===== src/rtl/clk_reset_manager_pkg.sv =====
// Shared types and sizing helpers for the PLL-side clock/reset manager.
package clk_reset_manager_pkg;

  typedef enum logic [1:0] {
    WAIT_LOCK = 2'd0,
    FILTER    = 2'd1,
    RELEASE   = 2'd2,
    RUN       = 2'd3
  } state_t;

  localparam int DEF_NUM_CH      = 2;
  localparam int DEF_DIV_W       = 8;
  localparam int DEF_LOCK_FILTER = 1024;
  localparam int DEF_RST_STAGGER = 16;
  localparam int DEF_LOSS_W      = 8;

  // Counter width able to hold 0..n-1, never narrower than one bit.
  function automatic int cnt_w(input int n);
    return (n > 1) ? $clog2(n) : 1;
  endfunction

endpackage


===== src/rtl/clk_ce_divider.sv =====
// Per-channel clock-enable divider with programmable start phase.
module clk_ce_divider #(
  parameter int DIV_W = 8
) (
  input  logic             clock,
  input  logic             reset,
  input  logic             rst_ch,
  input  logic             en,
  input  logic [DIV_W-1:0] div,
  input  logic [DIV_W-1:0] phase,
  output logic             ce
);

  logic [DIV_W-1:0] count;
  logic [DIV_W-1:0] last;

  assign last = div - 1'b1;

  always_ff @(posedge clock or posedge reset) begin
    if (reset) begin
      count <= '0;
      ce    <= 1'b0;
    end else if (rst_ch) begin
      count <= (phase >= div) ? '0 : phase;
      ce    <= 1'b0;
    end else if (!en) begin
      ce <= 1'b0;
    end else if (div <= DIV_W'(1)) begin
      count <= '0;
      ce    <= 1'b1;
    end else if (count == last) begin
      count <= '0;
      ce    <= 1'b1;
    end else if (count > last) begin
      // Ratio shrank below the running count: realign silently.
      count <= '0;
      ce    <= 1'b0;
    end else begin
      count <= count + 1'b1;
      ce    <= 1'b0;
    end
  end

endmodule


===== src/rtl/clk_reset_manager.sv =====
// PLL lock qualification, staggered per-channel reset release,
// clock-enable generation and lock-loss counting on a single fast clock.
module clk_reset_manager
  import clk_reset_manager_pkg::*;
#(
  parameter int NUM_CH      = DEF_NUM_CH,
  parameter int DIV_W       = DEF_DIV_W,
  parameter int LOCK_FILTER = DEF_LOCK_FILTER,
  parameter int RST_STAGGER = DEF_RST_STAGGER,
  parameter int LOSS_W      = DEF_LOSS_W
) (
  input  logic                    clock,
  input  logic                    reset,
  input  logic                    pll_locked,
  input  logic [NUM_CH*DIV_W-1:0] div,
  input  logic [NUM_CH*DIV_W-1:0] phase,
  input  logic [NUM_CH-1:0]       ch_en,
  output logic [NUM_CH-1:0]       ce_out,
  output logic [NUM_CH-1:0]       rst_out,
  output logic                    ready,
  output logic [LOSS_W-1:0]       lock_loss_cnt
);

  localparam int FILTER_W = cnt_w(LOCK_FILTER);
  localparam int STAG_W   = cnt_w(RST_STAGGER);
  localparam int IDX_W    = cnt_w(NUM_CH);

  localparam logic [FILTER_W-1:0] FILTER_LAST = FILTER_W'(LOCK_FILTER - 1);
  localparam logic [STAG_W-1:0]   STAG_LAST   = STAG_W'(RST_STAGGER - 1);
  localparam logic [IDX_W-1:0]    IDX_LAST    = IDX_W'(NUM_CH - 1);

  logic                lock_meta;
  logic                lock_s;
  state_t              state;
  state_t              state_next;
  logic [FILTER_W-1:0] filter_cnt;
  logic [FILTER_W-1:0] filter_next;
  logic [STAG_W-1:0]   stag_cnt;
  logic [STAG_W-1:0]   stag_next;
  logic [IDX_W-1:0]    ch_idx;
  logic [IDX_W-1:0]    idx_next;
  logic [NUM_CH-1:0]   rst_next;
  logic                ready_next;
  logic                loss_inc;
  logic [NUM_CH-1:0]   ce_raw;

  // Two-flop synchroniser for the asynchronous PLL lock.
  always_ff @(posedge clock or posedge reset) begin
    if (reset) begin
      lock_meta <= 1'b0;
      lock_s    <= 1'b0;
    end else begin
      lock_meta <= pll_locked;
      lock_s    <= lock_meta;
    end
  end

  always_ff @(posedge clock or posedge reset) begin
    if (reset) begin
      state      <= WAIT_LOCK;
      filter_cnt <= '0;
      stag_cnt   <= '0;
      ch_idx     <= '0;
      rst_out    <= '1;
      ready      <= 1'b0;
    end else begin
      state      <= state_next;
      filter_cnt <= filter_next;
      stag_cnt   <= stag_next;
      ch_idx     <= idx_next;
      rst_out    <= rst_next;
      ready      <= ready_next;
    end
  end

  always_comb begin
    state_next  = state;
    filter_next = filter_cnt;
    stag_next   = stag_cnt;
    idx_next    = ch_idx;
    rst_next    = rst_out;
    loss_inc    = 1'b0;
    case (state)
      WAIT_LOCK: begin
        rst_next    = '1;
        filter_next = '0;
        if (lock_s) state_next = FILTER;
      end
      FILTER: begin
        if (!lock_s) begin
          state_next = WAIT_LOCK;
          rst_next   = '1;
        end else if (filter_cnt == FILTER_LAST) begin
          state_next  = RELEASE;
          idx_next    = '0;
          stag_next   = '0;
          rst_next[0] = 1'b0;
        end else begin
          filter_next = filter_cnt + 1'b1;
        end
      end
      RELEASE: begin
        if (!lock_s) begin
          state_next = WAIT_LOCK;
          rst_next   = '1;
          loss_inc   = 1'b1;
        end else if (ch_idx == IDX_LAST) begin
          state_next = RUN;
        end else if (stag_cnt == STAG_LAST) begin
          stag_next = '0;
          idx_next  = ch_idx + 1'b1;
          for (int i = 0; i < NUM_CH; i++) begin
            if (i == int'(ch_idx) + 1) rst_next[i] = 1'b0;
          end
        end else begin
          stag_next = stag_cnt + 1'b1;
        end
      end
      RUN: begin
        if (!lock_s) begin
          state_next = WAIT_LOCK;
          rst_next   = '1;
          loss_inc   = 1'b1;
        end
      end
      default: begin
        state_next = WAIT_LOCK;
        rst_next   = '1;
      end
    endcase
    ready_next = (state_next == RUN);
  end

  always_ff @(posedge clock or posedge reset) begin
    if (reset) begin
      lock_loss_cnt <= '0;
    end else if (loss_inc && (lock_loss_cnt != '1)) begin
      lock_loss_cnt <= lock_loss_cnt + 1'b1;
    end
  end

  for (genvar g = 0; g < NUM_CH; g++) begin : g_ch
    clk_ce_divider #(
      .DIV_W(DIV_W)
    ) u_div (
      .clock (clock),
      .reset (reset),
      .rst_ch(rst_out[g]),
      .en    (ch_en[g]),
      .div   (div[g*DIV_W +: DIV_W]),
      .phase (phase[g*DIV_W +: DIV_W]),
      .ce    (ce_raw[g])
    );
  end

  // Masking with rst_out kills a pulse already in flight on the lock-loss edge.
  assign ce_out = ce_raw & ~rst_out;

endmodule


===== config.mk =====
export PLATFORM = sky130hd
export DESIGN_NAME = clk_reset_manager
export DESIGN_NICKNAME = d
export VERILOG_FILES = /design/src/rtl/clk_reset_manager_pkg.sv /design/src/rtl/clk_ce_divider.sv /design/src/rtl/clk_reset_manager.sv
export SDC_FILE = /design/constraint.sdc
export NUM_CORES = 1
export LEC_CHECK = 0
export CORE_MARGIN = 3
export CORE_UTILIZATION = 50
export DETAILED_ROUTE_END_ITERATION = 16
export PLACE_DENSITY_LB_ADDON = 0.2
export SYNTH_ARGS = -nofsm -noshare
export SYNTH_HDL_FRONTEND = slang
export SYNTH_SLANG_ARGS = --single-unit

===== constraint.sdc =====
create_clock -name clock -period 6.38 [get_ports clock]
set_input_delay 1.276 -clock clock [delete_from_list [all_inputs] [get_ports clock]]
set_output_delay 1.276 -clock clock [all_outputs]
set_load 0.01 [all_outputs]

---- Yosys cells after proc, flatten, opt, wreduce, memory -nomap -nowiden ----
Index checks and enable logic that the tools add are counted.
storage, ports and cells
  register bits after elaboration ......... 48
  input bits .............................. 37
  output and inout bits ................... 13
  logic and storage cells ................. 119
cells by class
  $add $sub $neg .......................... 9
  order comparisons ....................... 6
  equality and inequality tests ........... 22
  multiplexer cells ....................... 53
  bitwise operators ....................... 2
  reductions and logical operators ........ 13
operator list
  kind                                                  number
  two-way mux 8 bit                                     12
  zero test 32 bit                                      1
  adder 8 x 1 -> 8 bit (second input constant)          3
  two-way mux 10 bit                                    2
  two-way mux 2 bit                                     10
  two-way mux 4 bit                                     5
  case mux 10 bit (2 select lines)                      1
  two-way mux 1 bit                                     19
  equality test 8 bit                                   2
  >= comparator 8 bit                                   2
  greater-than comparator 8 bit                         2
  <= comparator 8 x 1 -> 1 bit (second input constant)  2
  case mux 2 bit (4 select lines)                       2
  subtractor 8 x 1 -> 8 bit (second input constant)     2
  != test 3 bit (second input constant)                 5
  AND reduction 5 bit                                   3
  != test 2 bit (second input constant)                 7
  adder 10 x 1 -> 10 bit (second input constant)        1
  equality test 10 bit (second input constant)          1
  != test 8 bit (second input constant)                 1
  case mux 4 bit (2 select lines)                       1
  nonzero test 2 bit                                    4
  equality test 2 bit (second input constant)           3
  adder 4 x 1 -> 4 bit (second input constant)          1
  other kinds (13)                                      13

---- Depth between registers and ports, before layout ----
Gate-level depths: netlist (run 1).
  depth after elaboration ................. 7
  mapped depth ............................ 11
  depth with buffers taken out ............ 11

---- Cells and area by module ----
Synthesis (run 1) repeated with hierarchy kept, for this count alone.
unflattened totals
  cells, all modules ...................... 412
  area, all modules ....................... 3801.1 sq um
by module, submodules not included
  module             instances  cells each  area an instance (sq um)  seq. area each (sq um)
  clk_ce_divider     2          123         1082.3                    225.2
  clk_reset_manager  1          166         1636.6                    753.2

---- Worst setup path before layout (run 1) ----
OpenSTA, ideal clock, no wires.
  path kind ............................... input to register
  start point ............................. in div[13]
  end point ............................... reg g_ch[1].u_div.count[5]
  setup time .............................. 116 ps
  data arrival time ....................... 3550 ps
  required time ........................... 6264 ps
  slack ................................... 2715 ps
  stages .................................. 9
  path buffers ............................ 0
  cells stage by stage .................... or4_1 -> nor4_1 -> xnor2_1 -> ha_1 -> nand4_1 -> nor2_1 -> nor3_2 -> nand3_1 -> o311ai_0
on the way
  cells in the longest elaborated chain, start to end .. 7
  elaborated cells between the ends (all ways) .. 11
  classes of those cells .................. add/sub (1); order compare (3); eq/ne (1); mux (6)
RTL lines
  what                           line                     source
  start: declaration             clk_reset_manager.sv:15  input logic [NUM_CH*DIV_W-1:0] div,
  subtractor 8 x 1 -> 8 bit      clk_ce_divider.sv:17     assign last = div - 1'b1;
  greater-than comparator 8 bit  clk_ce_divider.sv:34     end else if (count > last) begin
  two-way mux 8 bit              clk_ce_divider.sv:34
  two-way mux 8 bit              clk_ce_divider.sv:31     end else if (count == last) begin
  two-way mux 8 bit              clk_ce_divider.sv:28     end else if (div <= DIV_W'(1)) begin
  two-way mux 8 bit              clk_ce_divider.sv:26     end else if (!en) begin
  two-way mux 8 bit (*)          clk_ce_divider.sv:23     end else if (rst_ch) begin
  end signal: assignment         clk_ce_divider.sv:24     count <= (phase >= div) ? '0 : phase;
  end signal: assignment         clk_ce_divider.sv:39     count <= count + 1'b1;
  end: declaration               clk_ce_divider.sv:14     logic [DIV_W-1:0] count;
Mark *: on every way between the ends. The rest lies on a longest branch, timed or not. The select of a mux whose other input is x is not followed.
A chain may end at the register's enable or synchronous reset.

---- Worst setup path after layout (run 1) ----
  start point ............................. in div[13]
  end point ............................... reg g_ch[1].u_div.count[2]
Same word-level chain as after synthesis.

==> impl_metrics.tcl, run 1 <==
set metrics [dict create \
    die-area_um2 8360 \
    clock_path_buffers 2 \
    cellPowerDensity_nw_per_um2 290 \
    synth_ff_type "dfrtp_1" \
    worst_slew_pin_slew_ns 0.973 \
    ant_nets 0 \
    numClockSinks 48 \
    yosys_warnings 0 \
    p_leak_nw 1.87 \
    setup.worst_path.class "input pin to flop" \
    place_congestion 0.874 \
    routed_wl_um 7830 \
    start_util_pct 52.6 \
    overflow 0 \
    hold_path.class "flop to flop" \
    wl_per_cell_um 14.4 \
    worstHoldEndpoint "lock_s" \
    clk_pin_slew_ns 0.09 \
    timing.fmax_ghz 0.241 \
    dp_hpwl_um 6060 \
    fin_setup_tns_ns 0 \
    layout-drive-gt1-share_pct 5.35 \
    area_delta_synth_final_pct 19.2 \
    cap_viol_max_count 0 \
    ys_ff_latch 48 \
    pin_count 50 \
    synth-edff-count 0 \
    grt_max_degree 49 \
    cp_data_required_time_ns 6.57 \
    final_common_cell "clkdlybuf4s50_1" \
    slew_viol_final 0 \
    syn_avg_cell_area_um2 9.10 \
    via_per_inst 5.74 \
    hold_viol 0 \
    io_buffers 49 \
    worstHoldStart "lock_meta" \
    worst-path-max-fanout 10 \
    synth-seq-area-share_pct 33.0 \
    synth.distinct_cells 59 \
    drc 0 \
    vias 3131 \
    fin_worst_skew_ns 0.00442 \
    core_um2 6940 \
    row_count 30 \
    max-vdd-ir-drop_mv 0.146 \
    grt_pass1_wl_um 13300 \
    clock-root-buffer "clkbuf_8" \
    synth_nets 484 \
    die_w_um 91.4 \
    final_cell_mix "49 x clkdlybuf4s50_1, 46 x ha_1, 46 x dfrtp_1" \
    drt_iter0_drc 110 \
    htreeDepth 2 \
    max_slew_margin_pct 35.0 \
    antenna_found_initial 0 \
    regToRegStartpoint "g_ch[1].u_div.count[5]" \
    tritoncts "yes" \
    worst-r2r-cell-count 6 \
    critPathArrivalTime_ns 4.33 \
    syn_area_um2 3650 \
    cts_inserted_buffers 5 \
    grt_use_total_pct 19.2 \
    outcome "finished, final reports clean" \
    hold_depth 0 \
    post_cts_resize_count 0 \
    rsz0062_at_grt "no" \
    reg2reg_to "g_ch[1].u_div.count[2]" \
    cp-end-kind "flop" \
    post-route-min-period_ns 4.14 \
    synth_cells 401 \
    cts_hold_buf 0 \
    final_util_pct 62.7 \
    fp.dieH_um 91.4 \
    firstDrtPassIters 5 \
    setup_violations 0 \
    post_cts_buffers 0 \
    grt_pass1_vias 2939 \
    period_share_pct 64.9 \
    nets 531 \
    insertion_delay_ns 0.30 \
    rrSetupSlack_ns 3.99 \
    insertedDiodeCount 0 \
    async_flop_share_pct 100 \
    start_kind "input pin" \
]
[worst max-delay path: stages]
cell and delay, ns:
clkdlybuf4s50_1 0.45, or4_1 0.60, nor4_1 0.25, xnor2_1 0.16
ha_1 0.25, nand4_1 0.12, nor2_1 0.08, nor3_2 0.52
nand3_1 0.26, o311ai_0 0.35
[cells in the mapped netlist, types with 7 or more instances]
cell / number / share of area (%)
ha_1: 46 / 16
nor2_1: 25 / 2.6
o21ai_0: 17 / 2.3
and2_1: 8 / 1.4
a221o_1: 7 / 1.9
or3_1: 10 / 1.7
a21oi_1: 14 / 1.9
a211oi_1: 12 / 2.5
nand3_1: 21 / 2.9
nand2_1: 27 / 2.8
xnor2_1: 23 / 5.5
inv_1: 39 / 4.0
dfrtp_1: 46 / 32
nand4_1: 13 / 2.2
[cell type report]
class	instances	area (µm²)
flip-flops and latches	48	1200
clock inverters	2	60.1
multi-input cells	305	2260
clock buffers	6	72.6
fillers	594	2590
well taps	96	120
repair buffers	49	490
inverters	39	146
[power breakdown]
part | internal (mW) | switching [mW]
logic | 0.233 | 0.282
registers | 0.380 | 0.109
clock network | 0.157 | 0.101
total | 0.770 | 0.492
[kinds of logic (layout without fill, tap and decap cells)]
| family | count (synthesis) | after routing | share of synthesized area (%) |
|---|---|---|---|
| buf+inv | 48 | 96 | 5.14 |
| mux | 3 | 3 | 0.857 |
| fa+ha+maj | 46 | 46 | 15.8 |
| compound gates | 89 | 89 | 18.1 |
| xor+xnor | 24 | 24 | 5.76 |
| simple gates | 143 | 143 | 21.4 |
| flops | 48 | 48 | 33.0 |
[routing by layer]
metal / share of wire [%] / wire length (µm) / global-route usage [%]
met3: 4.4 / 347 / 3.31
met1: 46 / 3620 / 25.1
met4: 1.7 / 133 / 5.90
met2: 48 / 3730 / 32.1
met5: 0 / 0 / 0
[stage by stage]
step	setup slack, ns	instance area, µm²	power [mW]	hold slack (ns)	instances
final	2.24	4350	1.26	0.358	545
after global routing	1.83	4350	1.37	0.364	545
after CTS	2.25	4350	1.27	0.361	545
after detailed placement	1.96	4220	1.01	0.340	537
after global placement	2.04	4220	0.989	0.335	537
after floorplan	2.71	3650	0.844	0.331	401
[worst max path at each step]
stage	slack [ns]	from	depth (start not counted)	endpoint
after global placement	2.04	div[13]	10	g_ch[1].u_div.count[5]
after floorplan	2.71	div[13]	9	g_ch[1].u_div.count[5]
after CTS	2.25	div[13]	10	g_ch[1].u_div.count[2]
after detailed placement	1.96	div[13]	10	g_ch[1].u_div.count[5]
final	2.24	div[13]	10	g_ch[1].u_div.count[2]
after global routing	1.83	div[13]	10	g_ch[1].u_div.count[5]
[registers in the layout, indices dropped and copies added, names as in the netlist]
name	cells
g_ch.u_div.count	16
filter_cnt	10
lock_loss_cnt	8
stag_cnt	4
g_ch.u_div.ce	2
rst_out	2
state	2
ch_idx	1
lock_meta	1
lock_s	1
ready	1
No activity file was read; power rests on OpenSTA's default activity.
==> inputs of run 2 (changes only) <==
==> constraint.sdc (replaced) <==
create_clock -name clock -period 3.4 [get_ports clock]
set_input_delay 0.68 -clock clock [delete_from_list [all_inputs] [get_ports clock]]
set_output_delay 0.68 -clock clock [all_outputs]
set_load 0.01 [all_outputs]
==> run 2 against run 1 <==
  * Routed wire length is 5.8% higher
  * Largest power group unchanged
  * Utilization up 2.0 points
  * Combinational power up 100%
  * Final cell count rose by 2.9%
  * Sequential power is 88% higher
  * Critical endpoint is now g_ch[0].u_div.count[0]
==> impl_metrics.tcl, run 2 (synthesized netlist as in run 1, its figures left out) <==
set metrics [dict create \
    cp-end-kind "flop" \
    die_w_um 91.4 \
    layout.cells.non_filler 561 \
    via_per_inst 5.69 \
    fin_worst_skew_ns 0.0101 \
    core_um2 6940 \
    period_share_pct 94.8 \
    cp_data_required_time_ns 3.64 \
    nets 547 \
    setup_violations 0 \
    final_cell_mix "49 x clkdlybuf4s50_1, 46 x ha_1, 46 x dfrtp_1" \
    cellPowerDensity_nw_per_um2 544 \
    area_delta_synth_final_pct 23.0 \
    start_util_pct 52.6 \
    insertedDiodeCount 0 \
    start_kind "input pin" \
    cp_num_buf_inv 1 \
    setup.worst_path.class "input pin to flop" \
    drc 0 \
    ant_nets 0 \
    place_area_um2 4340 \
    timing.fmax_ghz 0.310 \
    io_buffers 49 \
    drt_iter0_drc 101 \
    largest_reg_flops 16 \
    firstDrtPassIters 4 \
    grt_use_total_pct 20.2 \
    insertion_delay_ns 0.31 \
    tritoncts "yes" \
    place_congestion 0.869 \
    slowest_delay_ns 0.55 \
    cp_num_cells 10 \
    vias 3191 \
    outcome "finished, final reports clean" \
    fin_area_um2 4490 \
    largest_registers "g_ch.u_div.count: 16 flops, filter_cnt: 10 flops, lock_loss_cnt: 8 flops" \
    p_total_mw 2.44 \
    cts_hold_buf 0 \
    die-area_um2 8360 \
    cp_common_cell "nor4_1" \
    overflow 0 \
    hold_path.class "flop to flop" \
    final_common_cell "clkdlybuf4s50_1" \
    clock-root-buffer "clkbuf_8" \
    fp.dieH_um 91.4 \
    numClockSinks 48 \
    final_util_pct 64.6 \
    htreeDepth 2 \
    dp_slack_ns -0.112 \
    setup_ws_ns 0.178 \
    clk_pin_slew_ns 0.09 \
    rsz0062_at_grt "no" \
    worst_slew_pin_slew_ns 0.670 \
    clock_path_buffers 2 \
    layout-drive-gt1-share_pct 8.82 \
    cts_inserted_buffers 5 \
    wl_per_cell_um 14.8 \
    cpMaxStageDelayCell "or4_4" \
    grt_max_degree 27 \
    worst-path-max-fanout 8 \
    grt_pass1_wl_um 14000 \
    grt_pass1_vias 3102 \
    max_slew_margin_pct 54.6 \
    slew_viol_final 0 \
    dp_hpwl_um 6510 \
    dp_cells 553 \
    p_leak_nw 1.95 \
    cpLargestDelayFamily "simple AND/OR/NAND/NOR gates" \
    worst-r2r-cell-count 7 \
    top_register "g_ch.u_div.count" \
    antenna_found_initial 0 \
    path_cells "clkdlybuf4s50_1 -> or4_4 -> nor4_1 -> xnor2_1 -> ha_1 -> and4_1 -> a2111oi_4 -> nand3_4 -> nor4_1 -> a221o_1" \
    post_cts_buffers 0 \
    post-route-min-period_ns 3.22 \
    critPathArrivalTime_ns 3.47 \
    max-vdd-ir-drop_mv 0.289 \
    row_count 30 \
    routed_wl_um 8280 \
    pin_count 50 \
    hold_viol 0 \
    hold_depth 0 \
    post_cts_resize_count 0 \
    cap_viol_max_count 0 \
]
==> run 2: cell type report <==
type	instances	area, µm²
Clock buffer	5	68.8
Clock inverter	3	68.8
Fill cell	579	2450
Inverter	39	146
Multi-Input combinational cell	305	2270
Sequential cell	48	1200
Tap cell	96	120
Timing Repair Buffer	65	611
==> run 2: through the flow <==
| step | TNS [ns] | hold WS, ns |
|---|---|---|
| CTS | 0 | 0.371 |
| detailed placement | -0.669 | 0.344 |
| global route | 0 | 0.398 |
| global placement | -0.118 | 0.334 |
| floorplan | 0 | 0.331 |
| finish | 0 | 0.362 |
==> run 2: worst reg2reg max path, stage by stage (launching register included) <==
cell and delay, ns:
dfrtp_1 0.40, inv_1 0.10, ha_1 0.31, inv_1 0.19, nor2_1 0.08, o32a_1 0.39
or3_1 0.39, o31ai_1 0.23
==> run 2: path summary, 6_finish.rpt <==
check / slack [ns] / from / endpoint
worst max-delay path: 0.18 / div[2] / g_ch[0].u_div.count[0]
worst min-delay path: 0.36 / lock_meta / lock_s
worst max register to register: 1.23 / state[0] / stag_cnt[3]
worst min register to register: 0.36 / lock_meta / lock_s
max in group asynchronous: 1.94 / reset / rst_out[0]
min in group asynchronous: 0.73 / reset / g_ch[1].u_div.count[6]
==> run 2: where the power goes <==
part           switching [mW]  internal [mW]
logic                   0.559          0.469
registers               0.205          0.714
clock network           0.201          0.296
total                   0.965           1.48
==> run 2: routing by layer <==
layer	track usage, %	wire (µm)
met5	0	0
met4	5.40	74
met3	4.06	335
met2	35.5	4220
met1	25.0	3650
==> inputs of run 3 (changes only) <==
--- a/config.mk
+++ b/config.mk
@@ -8,6 +8,7 @@
 export CORE_MARGIN = 3
 export CORE_UTILIZATION = 50
 export DETAILED_ROUTE_END_ITERATION = 16
+export HOLD_SLACK_MARGIN = 0.05
 export PLACE_DENSITY_LB_ADDON = 0.2
 export SYNTH_ARGS = -nofsm -noshare
 export SYNTH_HDL_FRONTEND = slang
==> results of run 3 <==
No change in the layout: final DEF, timing and power equal those of run 2.
==> RTL change 1: new RTL, flow settings as in run 2 <==
Set the package constant `DEF_DIV_W` to 12 (it was 8).
--- a/src/rtl/clk_reset_manager_pkg.sv
+++ b/src/rtl/clk_reset_manager_pkg.sv
@@ -11,3 +11,3 @@
   localparam int DEF_NUM_CH      = 2;
-  localparam int DEF_DIV_W       = 8;
+  localparam int DEF_DIV_W       = 12;
   localparam int DEF_LOCK_FILTER = 1024;
Interface: changed (resized div and phase); port bits go from 50 to 66. The function was not compared with the original's and may differ.
==> RTL change 1 against run 2 <==
- area after synthesis rose by 27%
- sequential cell count up 8
- count of clock-buffer cells in the layout stayed put
- first-iteration DRC count up 120%
- worst setup slack worse by 97 ps
- final area grew 36%
- routed wire length up 49%
- power up 11%
==> RTL change 1: results <==
grt:
  use_met1: 0.303
  use_met2: 0.430
  grt_start_max_net_pins: 31
  grt_use_total: 0.239
yosys:
  ys_top_cells_by_count: "ha_1, dfrtp_1, inv_1"
  synth_mux_area_frac: 0.00430
  synth_compound_area_frac: 0.168
  synthAdderAreaFrac: 0.167
  synth.net_count: 659
  synth_seq_area_share: 0.302
placement:
  dp_hpwl_mm: 9.25
  placed_cell_area_um2: 5700
  io_buffers: 65
  dp_slack_ps: -606
worst_setup_path:
  slowest_stage: "clkdlybuf4s50_1"
  r2r-start: "g_ch[1].u_div.count[3]$_DFFE_PP0P_"
  r2r_slack_ps: 1000
sta:
  fmax_ghz: 0.301
pwr:
  ir_drop_uv: 398
finish:
  reg_top3: "g_ch.u_div.count x24, filter_cnt x10, lock_loss_cnt x8"
status:
  status: "complete, no violations"
route:
  first_iter_violations: 222
  wire_per_inst_um: 16.0
  vias_per_cell: 5.90
  wl_met1_mm: 5.44
==> RTL change 1: cell type report <==
class | instances | area (um^2)
multi-input combinational | 423 | 3140
fill | 705 | 2790
sequential | 56 | 1400
timing repair buffer | 129 | 1150
inverter | 49 | 184
tap | 108 | 135
clock buffer | 5 | 68.8
clock inverter | 3 | 21.3
==> RTL change 1: power by group <==
group	total, uW	internal (uW)	switching, uW	leakage [uW]
logic	1270	584	683	0.00199
registers	1080	826	251	0.000737
clock network	369	147	223	0.0000445
==> RTL change 1: metrics by stage <==
stage | total power, uW | hold WS, ps | utilization
global placement | 2150 | 336 | 0.641
global route | 2940 | 376 | 0.687
finish | 2710 | 362 | 0.687
floorplan | 1810 | 331 | -
CTS | 2650 | 367 | 0.674
detailed placement | 2210 | 342 | 0.641
==> RTL change 2: new RTL, settings of run 2 <==
Made on the original files. Encoding of `state_t`: now one-hot (4 bits for 4 states).
--- a/src/rtl/clk_reset_manager_pkg.sv
+++ b/src/rtl/clk_reset_manager_pkg.sv
@@ -3,7 +3,7 @@
 
-  typedef enum logic [1:0] {
-    WAIT_LOCK = 2'd0,
-    FILTER    = 2'd1,
-    RELEASE   = 2'd2,
-    RUN       = 2'd3
+  typedef enum logic [3:0] {
+    WAIT_LOCK = 4'b0001,
+    FILTER    = 4'b0010,
+    RELEASE   = 4'b0100,
+    RUN       = 4'b1000
   } state_t;
Function: same outputs for any inputs over 10 cycles, from zero or initial values and one cycle with reset high; not proved beyond that.
==> RTL change 2 against run 2 <==
- sequential cell count up 2
- routed wire length down 4.4%
- final area down 2.7%
- worst setup slack worse by 34 ps
- die area down 1.9%
- area after synthesis down 2.0%
- critical path type unchanged
- highest routed layer unchanged
Power is not compared: it rests on default switching activity, and its combinational part moved more than twofold at a synthesized area within 25%.
==> RTL change 2: results <==
placement:
  dp.cells: 540
  dp_hpwl_mm: 6.27
  dp_slack_ps: -173
  gp_congestion: 0.883
yosys:
  avgSynthCellArea_um2: 9.22
  synth.net_count: 466
  ys_types: 55
  synth_seq_area_share: 0.351
  ys_ff_latch: 50
finish:
  sh_seq_area: 0.287
  final_cells: 548
  multi_input_comb_cells: 303
  fin_nets: 529
  bufAreaShareNonClock: 0.141
  nNonClkBuffers: 66
  multi_input_area_um2: 2180
  drive_gt1_frac: 0.0951
  n_fill_cell: 593
route:
  wl_met1_mm: 3.75
  routed-wl-met2_mm: 3.78
worst_setup_path:
  cp_max_fo: 9
  r2r-start: "filter_cnt[1]$_DFFE_PP0P_"
  cp-endpoint: "g_ch[0].u_div.count[6]$_DFFE_PP0P_"
sta:
  tightest_slew_ps: 944
  skew_ps: 4.86
grt:
  grt_start_max_net_pins: 32
  use_met2: 0.330
  use_met1: 0.269
  grt_use_total: 0.200
  gr-usage-met3: 0.0392
status:
  status: "complete, no violations"
floorplanning:
  core_um2: 6870
[RTL change 2: stage by stage]
stage / hold slack [ps] / utilization / power (uW)
floorplan: 331 / - / 916
global placement: 334 / 0.620 / 1040
detailed placement: 340 / 0.620 / 1060
CTS: 361 / 0.635 / 1480
global route: 375 / 0.636 / 1560
finish: 358 / 0.636 / 1470
[RTL change 2: cells by family after synthesis]
group	after synthesis	share of synthesized area
multiplexers	2	0.00630
AO/OA/AOI/OAI	68	0.139
flip-flops	50	0.351
XOR/XNOR	30	0.0735
AND/OR/NAND/NOR	162	0.245
adder cells (fa/ha/maj)	41	0.143
buffers and inverters	35	0.0420
[RTL change 2: power by group through the flow]
stage / Combinational (uW) / Clock (uW) / Sequential (uW)
2_1_floorplan: 235 / 0 / 681
6_report: 357 / 418 / 692
3_5_place_dp: 355 / 0 / 703
3_3_place_gp: 342 / 0 / 701
4_1_cts: 358 / 431 / 692
5_1_grt: 403 / 458 / 701
